### config.mk
export PLATFORM = sky130hd
export DESIGN_NAME = dds_param_scheduler
export DESIGN_NICKNAME = d
export VERILOG_FILES = /design/src/rtl/dds_sched_pkg.sv /design/src/rtl/sched_cmd_fifo.sv /design/src/rtl/dds_param_scheduler.sv
export SDC_FILE = /design/constraint.sdc
export NUM_CORES = 1
export LEC_CHECK = 0
export ABC_AREA = 0
export CORE_UTILIZATION = 50
export CTS_BUF_LIST = sky130_fd_sc_hd__clkbuf_8
export CTS_CLUSTER_DIAMETER = 50
export DETAILED_ROUTE_END_ITERATION = 16
export GPL_TIMING_DRIVEN = 0
export PLACE_DENSITY = 0.71
export SYNTH_ARGS = -nofsm -noshare
export SYNTH_HDL_FRONTEND = slang
export SYNTH_HIERARCHICAL = 1
export SYNTH_SLANG_ARGS = --single-unit
### constraint.sdc
create_clock -name clk -period 13.4 [get_ports clk]
set_input_delay 1.34 -clock clk [delete_from_list [all_inputs] [get_ports clk]]
set_output_delay 1.34 -clock clk [all_outputs]
set_load 0.01 [all_outputs]
### src/rtl/dds_sched_pkg.sv
// Shared types for the timed DDS parameter scheduler: the queued command record
// and the scheduler FSM states.
package dds_sched_pkg;

  localparam int TS_W_DEF = 48;
  localparam int PH_W_DEF = 14;

  typedef struct packed {
    logic [TS_W_DEF-1:0] timestamp;
    logic [TS_W_DEF-1:0] freq;
    logic [PH_W_DEF-1:0] phase;
    logic                continuous;
  } sched_cmd_t;

  // Applying a command happens on the edge that leaves WAIT, so there is no
  // dwell state for it.
  typedef enum logic {
    IDLE = 1'b0,
    WAIT = 1'b1
  } sched_state_t;

endpackage

### src/rtl/sched_cmd_fifo.sv
// First-word-fall-through command FIFO: the head entry is visible on dout while
// the FIFO is non-empty. Push while full and pop while empty are ignored.
module sched_cmd_fifo
  import dds_sched_pkg::*;
#(
  parameter int  DEPTH = 4,
  localparam int AW    = $clog2(DEPTH),
  localparam int CW    = AW + 1
) (
  input  logic          clk,
  input  logic          reset,
  input  logic          push,
  input  sched_cmd_t    din,
  input  logic          pop,
  output sched_cmd_t    dout,
  output logic [CW-1:0] count,
  output logic          full,
  output logic          empty
);

  sched_cmd_t    mem_q [DEPTH];
  sched_cmd_t    mem_d [DEPTH];
  logic [AW-1:0] wr_ptr_q, wr_ptr_d;
  logic [AW-1:0] rd_ptr_q, rd_ptr_d;
  logic [CW-1:0] count_q, count_d;
  logic          push_ok, pop_ok;

  always_comb begin
    full     = (count_q == CW'(DEPTH));
    empty    = (count_q == '0);
    push_ok  = push && !full;
    pop_ok   = pop && !empty;
    mem_d    = mem_q;
    wr_ptr_d = wr_ptr_q;
    rd_ptr_d = rd_ptr_q;
    count_d  = count_q;
    if (push_ok) begin
      mem_d[wr_ptr_q] = din;
      wr_ptr_d        = wr_ptr_q + AW'(1);
    end
    if (pop_ok) begin
      rd_ptr_d = rd_ptr_q + AW'(1);
    end
    case ({push_ok, pop_ok})
      2'b10:   count_d = count_q + CW'(1);
      2'b01:   count_d = count_q - CW'(1);
      default: count_d = count_q;
    endcase
  end

  // Storage carries no reset; occupancy and pointers define what is valid.
  always_ff @(posedge clk) begin
    mem_q <= mem_d;
  end

  always_ff @(posedge clk or posedge reset) begin
    if (reset) begin
      wr_ptr_q <= '0;
      rd_ptr_q <= '0;
      count_q  <= '0;
    end else begin
      wr_ptr_q <= wr_ptr_d;
      rd_ptr_q <= rd_ptr_d;
      count_q  <= count_d;
    end
  end

  assign dout  = mem_q[rd_ptr_q];
  assign count = count_q;

endmodule

### src/rtl/dds_param_scheduler.sv
// Timed parameter scheduler feeding the DDS phase MAC: owns the timestamp counter
// and running phase, and loads queued frequency/phase commands at their tick.
module dds_param_scheduler
  import dds_sched_pkg::*;
#(
  parameter int  DEPTH = 4,
  parameter int  TS_W  = TS_W_DEF,
  parameter int  PH_W  = PH_W_DEF,
  localparam int CW    = $clog2(DEPTH) + 1
) (
  input  logic            clk,
  input  logic            reset,
  input  logic            run,
  input  logic            counter_clear,
  input  logic            cmd_valid,
  output logic            cmd_ready,
  input  logic [TS_W-1:0] cmd_timestamp,
  input  logic [TS_W-1:0] cmd_freq,
  input  logic [PH_W-1:0] cmd_phase,
  input  logic            cmd_continuous,
  output logic [TS_W-1:0] time_offset,
  output logic [TS_W-1:0] freq,
  output logic [PH_W-1:0] phase,
  output logic [TS_W-1:0] timestamp,
  output logic [TS_W-1:0] acc_phase,
  output logic            apply_pulse,
  output logic            late_pulse,
  output logic            late_flag,
  output logic [CW-1:0]   fifo_count
);

  sched_state_t    state_q, state_d;
  logic [TS_W-1:0] cnt_q, cnt_d;
  logic [TS_W-1:0] r_q, r_d;
  logic [TS_W-1:0] time_offset_q, time_offset_d;
  logic [TS_W-1:0] freq_q, freq_d;
  logic [PH_W-1:0] phase_q, phase_d;
  logic [TS_W-1:0] acc_phase_q, acc_phase_d;
  logic            apply_pulse_q, apply_pulse_d;
  logic            late_pulse_q, late_pulse_d;
  logic            late_flag_q, late_flag_d;

  sched_cmd_t      cmd_in, head;
  logic            fifo_full, fifo_empty;
  logic            push, on_time, late, apply, waiting;
  logic [TS_W-1:0] cnt_inc, r_step, acc_new;

  sched_cmd_fifo #(.DEPTH(DEPTH)) u_fifo (
    .clk   (clk),
    .reset (reset),
    .push  (push),
    .din   (cmd_in),
    .pop   (apply),
    .dout  (head),
    .count (fifo_count),
    .full  (fifo_full),
    .empty (fifo_empty)
  );

  always_comb begin
    cmd_in.timestamp  = cmd_timestamp;
    cmd_in.freq       = cmd_freq;
    cmd_in.phase      = cmd_phase;
    cmd_in.continuous = cmd_continuous;
    push    = cmd_valid && !fifo_full;
    cnt_inc = cnt_q + TS_W'(1);
    r_step  = r_q + freq_q;
    waiting = (state_q == WAIT) && !fifo_empty;
    // On-time loads land on the edge where the counter reaches H, so the MAC
    // sees the new parameters in the same cycle as timestamp == H.
    on_time = waiting && run && (cnt_inc == head.timestamp);
    late    = waiting && !on_time && (head.timestamp <= cnt_q);
    apply   = on_time || late;
    acc_new = head.continuous ? r_step : '0;

    cnt_d = cnt_q;
    r_d   = r_q;
    if (run) begin
      cnt_d = cnt_inc;
      r_d   = r_step;
    end
    if (apply) begin
      r_d = acc_new;
    end
    if (counter_clear) begin
      cnt_d = '0;
      r_d   = '0;
    end

    time_offset_d = time_offset_q;
    freq_d        = freq_q;
    phase_d       = phase_q;
    acc_phase_d   = acc_phase_q;
    if (apply) begin
      time_offset_d = on_time ? head.timestamp : cnt_q + TS_W'(run);
      freq_d        = head.freq;
      phase_d       = head.phase;
      acc_phase_d   = acc_new;
    end
    apply_pulse_d = apply;
    late_pulse_d  = late;
    late_flag_d   = late_flag_q || late;
    state_d       = (push || (fifo_count > CW'(apply))) ? WAIT : IDLE;
  end

  always_ff @(posedge clk or posedge reset) begin
    if (reset) begin
      state_q       <= IDLE;
      cnt_q         <= '0;
      r_q           <= '0;
      time_offset_q <= '0;
      freq_q        <= '0;
      phase_q       <= '0;
      acc_phase_q   <= '0;
      apply_pulse_q <= 1'b0;
      late_pulse_q  <= 1'b0;
      late_flag_q   <= 1'b0;
    end else begin
      state_q       <= state_d;
      cnt_q         <= cnt_d;
      r_q           <= r_d;
      time_offset_q <= time_offset_d;
      freq_q        <= freq_d;
      phase_q       <= phase_d;
      acc_phase_q   <= acc_phase_d;
      apply_pulse_q <= apply_pulse_d;
      late_pulse_q  <= late_pulse_d;
      late_flag_q   <= late_flag_d;
    end
  end

  assign cmd_ready   = !fifo_full;
  assign time_offset = time_offset_q;
  assign freq        = freq_q;
  assign phase       = phase_q;
  assign timestamp   = cnt_q;
  assign acc_phase   = acc_phase_q;
  assign apply_pulse = apply_pulse_q;
  assign late_pulse  = late_pulse_q;
  assign late_flag   = late_flag_q;

endmodule
# ---- Word level (Yosys, flattened, before mapping)
# Index checks and enable logic that the tools add are counted.
dict set report totals {
  register_bits 709
  in_bits 116
}
dict set report op_classes {
  n_lt_le_gt_ge 5
  addsub 7
  bitwise 2
  n_eq_ne 4
  reduce_logical 19
  muxes 15
}
# cell n
set op_table {}
lappend op_table {{444-bit bitwise mux} 1}
lappend op_table {{48-bit two-way mux} 7}
lappend op_table {{111-bit two-way mux} 3}
lappend op_table {{111-bit binary-select mux with 2-bit select} 1}
lappend op_table {{111-bit demux with 2-bit select} 1}
lappend op_table {{48-bit by 1-bit adder with 48-bit output} 1}
lappend op_table {{48-bit by 1-bit adder with 48-bit output (second input constant)} 1}
lappend op_table {{48-bit adder} 1}
lappend op_table {{48-bit equality test} 1}
lappend op_table {{48-bit <= comparator} 1}
lappend op_table {{1-bit logical AND} 9}
lappend op_table {{3-bit >= comparator (second input constant)} 2}
lappend op_table {{2-bit inverter with 3-bit output} 2}
lappend op_table {{3-bit one-hot mux with 2 select lines} 1}
lappend op_table {{2-bit by 1-bit adder with 2-bit output (second input constant)} 2}
lappend op_table {{2-bit nonzero test} 2}
lappend op_table {{3-bit by 1-bit adder with 3-bit output (second input constant)} 1}
lappend op_table {{3-bit equality test (second input constant)} 1}
lappend op_table {{3-bit by 1-bit greater-than comparator with 1-bit output} 1}
lappend op_table {{1-bit zero test} 3}
lappend op_table {{3-bit zero test} 1}
lappend op_table {{1-bit logical OR} 3}
lappend op_table {{3-bit by 1-bit less-than comparator with 1-bit output (second input constant)} 1}
lappend op_table {{3-bit nonzero test} 1}
lappend op_table {{other kinds (4)} 4}

# ---- Logic depth before layout (Yosys ltp)
dict set report depth {
  depth_word 13
  ltp_mapped 24
  mapped_depth_nobuf 19
}

# ---- Cells and area by module
# Netlist, hierarchy kept.
# module area_each_um2 n_inst seq_area_each_um2 cells_each
set modules_own_cells {}
lappend modules_own_cells {dds_param_scheduler 16792.4 1 6456.2 2008}
lappend modules_own_cells {sched_cmd_fifo 16503.3 1 13508.0 618}

# ---- Worst setup path before layout
# OpenSTA, ideal clock, no wires.
dict set report synth_path {
  path_type {flip-flop to flip-flop}
  start {reg u_fifo.rd_ptr_q[0]}
  end {reg u_fifo.count_q[2], in the netlist u_fifo/count[2]}
  arrival_time_ns 4.854
  path_slack_ns 8.467
  required_ns 13.321
  path_stages_with_launch 24
  period_less_slack_ns 4.933
  path_cell_list {dfrtp_1 > buf_6 > buf_12 > buf_12 > mux4_2 > inv_1 > ha_1 > nor4b_1 > nand3_1 > nor4_1 > nand4_1 > or4_1 > nor4_4 > nor2_1 > inv_2 > buf_4 > buf_4 > o31a_1 > ha_1 > inv_1 > fa_1 > xor2_1 > nor2_1 > xor2_1}
}
# element line
set synth_rtl {}
lappend synth_rtl {{from (decl)} sched_cmd_fifo.sv:24} ;# logic [AW-1:0] rd_ptr_q, rd_ptr_d;
lappend synth_rtl {{from (signal assigned)} sched_cmd_fifo.sv:63} ;# rd_ptr_q <= rd_ptr_d;
lappend synth_rtl {{to (signal assigned)} sched_cmd_fifo.sv:64} ;# count_q <= count_d;
lappend synth_rtl {{to (decl)} sched_cmd_fifo.sv:25} ;# logic [CW-1:0] count_q, count_d;

# ---- Worst setup path after layout
dict set report layout_path {
  start {reg cnt_q[1], in the netlist timestamp[1]}
  end {reg u_fifo.count_q[2], in the netlist u_fifo/count[2]}
}
dict set report layout_via {
  elab_chain_len 10
}
# element line
set layout_lines {}
lappend layout_lines {{from (decl)} dds_param_scheduler.sv:33} ;# logic [TS_W-1:0] cnt_q, cnt_d;
lappend layout_lines {{from (signal assigned)} dds_param_scheduler.sv:120} ;# cnt_q <= cnt_d;
lappend layout_lines {{48-bit by 1-bit adder with 48-bit output} dds_param_scheduler.sv:66} ;# cnt_inc = cnt_q + TS_W'(1);
lappend layout_lines {{48-bit equality test} dds_param_scheduler.sv:71} ;# on_time = waiting && run && (cnt_inc == head.timestamp);
lappend layout_lines {{1-bit logical AND} dds_param_scheduler.sv:71}
lappend layout_lines {{1-bit zero test} dds_param_scheduler.sv:72} ;# late = waiting && !on_time && (head.timestamp <= cnt_q);
lappend layout_lines {{1-bit logical AND (2 in series)} dds_param_scheduler.sv:72}
lappend layout_lines {{1-bit logical OR (*)} dds_param_scheduler.sv:73} ;# apply = on_time || late;
lappend layout_lines {{via apply} dds_param_scheduler.sv:45} ;# logic push, on_time, late, apply, waiting;
lappend layout_lines {{1-bit logical AND (*)} sched_cmd_fifo.sv:32} ;# pop_ok = pop && !empty;
lappend layout_lines {{via u_fifo.pop_ok} sched_cmd_fifo.sv:26} ;# logic push_ok, pop_ok;
lappend layout_lines {{2-bit by 1-bit equality test with 1-bit output or 2-bit equality test (tied branches)} sched_cmd_fifo.sv:44} ;# case ({push_ok, pop_ok})
lappend layout_lines {{3-bit one-hot mux with 2 select lines or 2-bit nonzero test (tied branches)} --}
# Mark *: on every way through the listed nets, which the timed path passes. The rest lies on a longest branch.
# A chain may end at the register's enable or synchronous reset.

==> out/results.ini <==
[run]
drv_cap=0

[setup_path]
end_kind=flip-flop
crit_type=flip-flop to flip-flop
cp.required_ns=14.04
r2r_setup_slack_ns=5.65
start_kind=flip-flop
reg2reg_to=u_fifo/count[2]
reg2reg_from=timestamp[1]
reg2reg_depth=19
crit_fanout=12
worstPathArrival_ns=8.39

[die]
die_area_mm2=0.0676
io_pins=329
die_x_um=260
start_util=0.506
dieHeight_um=260
rows=94
core-area_mm2=0.0659

[routing]
drcViolationCount=0
ant_nets=0
routed_via_density=5.92
dr.pass1.iters=5
first_iter_violations=1908
wl_um=104000
wl_per_cell_um=25.6
vias=24000

[pwr]
p_sw_mw=3.38
power_frac_clock=0.225
power.total_mw=8.75
p_per_area_mw_per_mm2=216
combPwrFrac=0.422
p_leak_nw=15.5
swShare=0.387
peakVddDrop_uv=169
p_seq_frac=0.353
p_int_mw=5.37

[grt]
grt_max_degree=102
grt_pass1_wl_um=154000
grt_usage=0.309
grt_pass1_vias=24200
antenna_found_initial=5
grt-ovfl-total=0

[sta]
fin_setup_tns_ns=0
maxSlewHeadroom=0.143
hold_violations=0
fmaxAchievable_mhz=129
rsz0062_at_grt=false
finalMaxSlewViolations=0
tightestPinTransition_ns=1.27
clock_skew_ns=0.0478
fin_crit_sh=0.578
setup_viol=0
holdWs_ns=0.468
fin_crit_ns=7.75

[min_path]
holdPathEnd=acc_phase[34]
hold_path_startpoint=acc_phase[34]
worstHoldPathCells=2
hold_class=flip-flop to flip-flop

[finish]
finalNetCount=3308
syn2layout_area_growth_pct=21.5
stdcell_count=4061
final_util=0.614
drive_gt1_frac=0.118

[clocking]
numClockSinks=709
cts_tree=built
post_cts_resized=0
clockBufferDepth=3
post-cts-setup-buffer-count=0
h-tree-depth=3
root_buffer=clkbuf_8
numCtsBuffers=118
clk_latency_ns=0.76
postCtsHoldBufs=0
path_clk_slew_ns=0.06

[synth]
synth_nets=2848
synth_flop_cell=edfxtp_1
syn_inst=2626
synth_area_leaders=edfxtp_1 (40%), dfrtp_1 (20%), mux4_2 (7.5%)
yosys.cell_count.top_type=edfxtp_1
yosysWarnings=6
yosysTopAreaCellShare=0.400
ys_seq_elements=709
yosysTopAreaCell=edfxtp_1
async_flop_share=0.374
synth_top_cells_by_count=edfxtp_1 (444), nand2_1 (403), dfrtp_1 (265), nor2_1 (144), xnor2_1 (138)
synthDistinctLibCells=78
synth_area_per_cell_um2=12.7
ys_seq_area_frac=0.600
synth_area_mm2=0.0333
synth_edf_count=444

[placed_design]
io_buffers=328
routabilityCongestion=0.948
hpwl_um=77100
dp.cells=3830

[outcome]
outcome=completed

## cell usage in the layout, fill, tap and decap left out, types with 8 or more instances in the layout
master	instances
xnor2_1	138
nor2b_1	10
clkbuf_8	125
inv_1	109
clkinv_2	14
o31ai_1	18
nor4_1	21
o21a_1	8
dfrtp_1	265
nor3_1	37
a31oi_1	12
nand4_1	68
nand2_1	403
mux2i_1	9
buf_2	41
clkdlybuf4s50_1	328
o21ai_1	43
a22o_1	42
clkbuf_1	66
ha_1	104
or3_1	21
and2_1	8
xor2_1	40
buf_4	13
a21oi_1	126
nand3_1	84
nor2_1	144
and3_1	15
mux4_2	111
o21ai_0	64
edfxtp_1	444
buf_16	10
a21o_1	33
clkinv_1	24
buf_1	10
or4_1	9
bufinv_16	9
and4_1	9
## flip-flops by register name (all words and copies together) (netlist names)
register,flops
u_fifo/count,3
acc_phase,48
late_pulse,1
time_offset,48
timestamp,48
freq,48
u_fifo/mem_q,444
late_flag,1
apply_pulse,1
phase,14
u_fifo/rd_ptr_q,2
state_q,1
r_q,48
u_fifo/wr_ptr_q,2
## power by group through the flow
stage / clock network [mW] / logic (mW) / registers, mW
floorplan: 0 / 2.26 / 3.13
global placement: 0 / 3.55 / 3.18
detailed placement: 0 / 3.67 / 3.13
CTS: 2.00 / 3.69 / 3.09
global route: 2.09 / 4.01 / 3.13
finish: 1.97 / 3.69 / 3.09
## worst max-delay path by stage
stage                 start         endpoint  slack (ns)
2_1_floorplan         reset     acc_phase[0]        4.96
3_3_place_gp          reset    acc_phase[35]        1.11
3_5_place_dp   timestamp[0]  u_fifo/count[2]        5.81
4_1_cts        timestamp[1]  u_fifo/count[2]        5.75
5_1_grt        timestamp[1]  u_fifo/count[2]        5.37
6_report       timestamp[1]  u_fifo/count[2]        5.65
## kinds of logic (layout without fill, tap and decap cells)
logic type / Yosys count / after routing / synth area share
simple gates: 879 / 879 / 0.124
flops: 709 / 709 / 0.600
compound gates: 418 / 418 / 0.0793
buf+inv: 211 / 776 / 0.0307
xor+xnor: 178 / 178 / 0.0468
mux: 125 / 125 / 0.0795
fa+ha+maj: 106 / 106 / 0.0403
other cells: 0 / 6 / 0
## area by class of cell
type                    count  area, um2
diodes                      6       15.0
plain buffers             138        747
clock buffers             125       1720
clock inverters           100        741
fillers                  5108      25400
inverters                  73        282
multi-input cells        1706      12300
flip-flops and latches    709      20000
well taps                 864       1080
repair buffers            340       3580
## worst max-delay path, cell delays in order, from the launching register on
cell     delay, ns
dfrtp_1       0.51
ha_1          0.37
nand3_1       0.42
nor4_2        1.15
nand4_1       0.43
a22oi_1       0.48
nand4_1       0.15
or4_1         0.57
nor4_4        1.03
nor2_1        0.46
inv_2         0.15
buf_4         0.31
buf_4         0.26
o31a_1        0.24
ha_1          0.21
inv_1         0.06
fa_1          0.37
xor2_1        0.15
nor2_1        0.12
xor2_1        0.18
## through the flow
stage          instance area, um2  setup slack (ns)
3_3_place_gp                37700              1.11
5_1_grt                     40500              5.37
3_5_place_dp                38000              5.81
6_report                    40500              5.65
4_1_cts                     40400              5.75
2_1_floorplan               33300              4.96
## per-layer routing
layer  global-route usage  part of all wire  routed length [um]
met1                0.447              0.44               45700
met2                0.479              0.46               48100
met3               0.0522             0.070                7310
met4               0.0973             0.028                2880
met5                    0           0.00037                  39
Note: power is estimated with default switching activity, not from simulation.
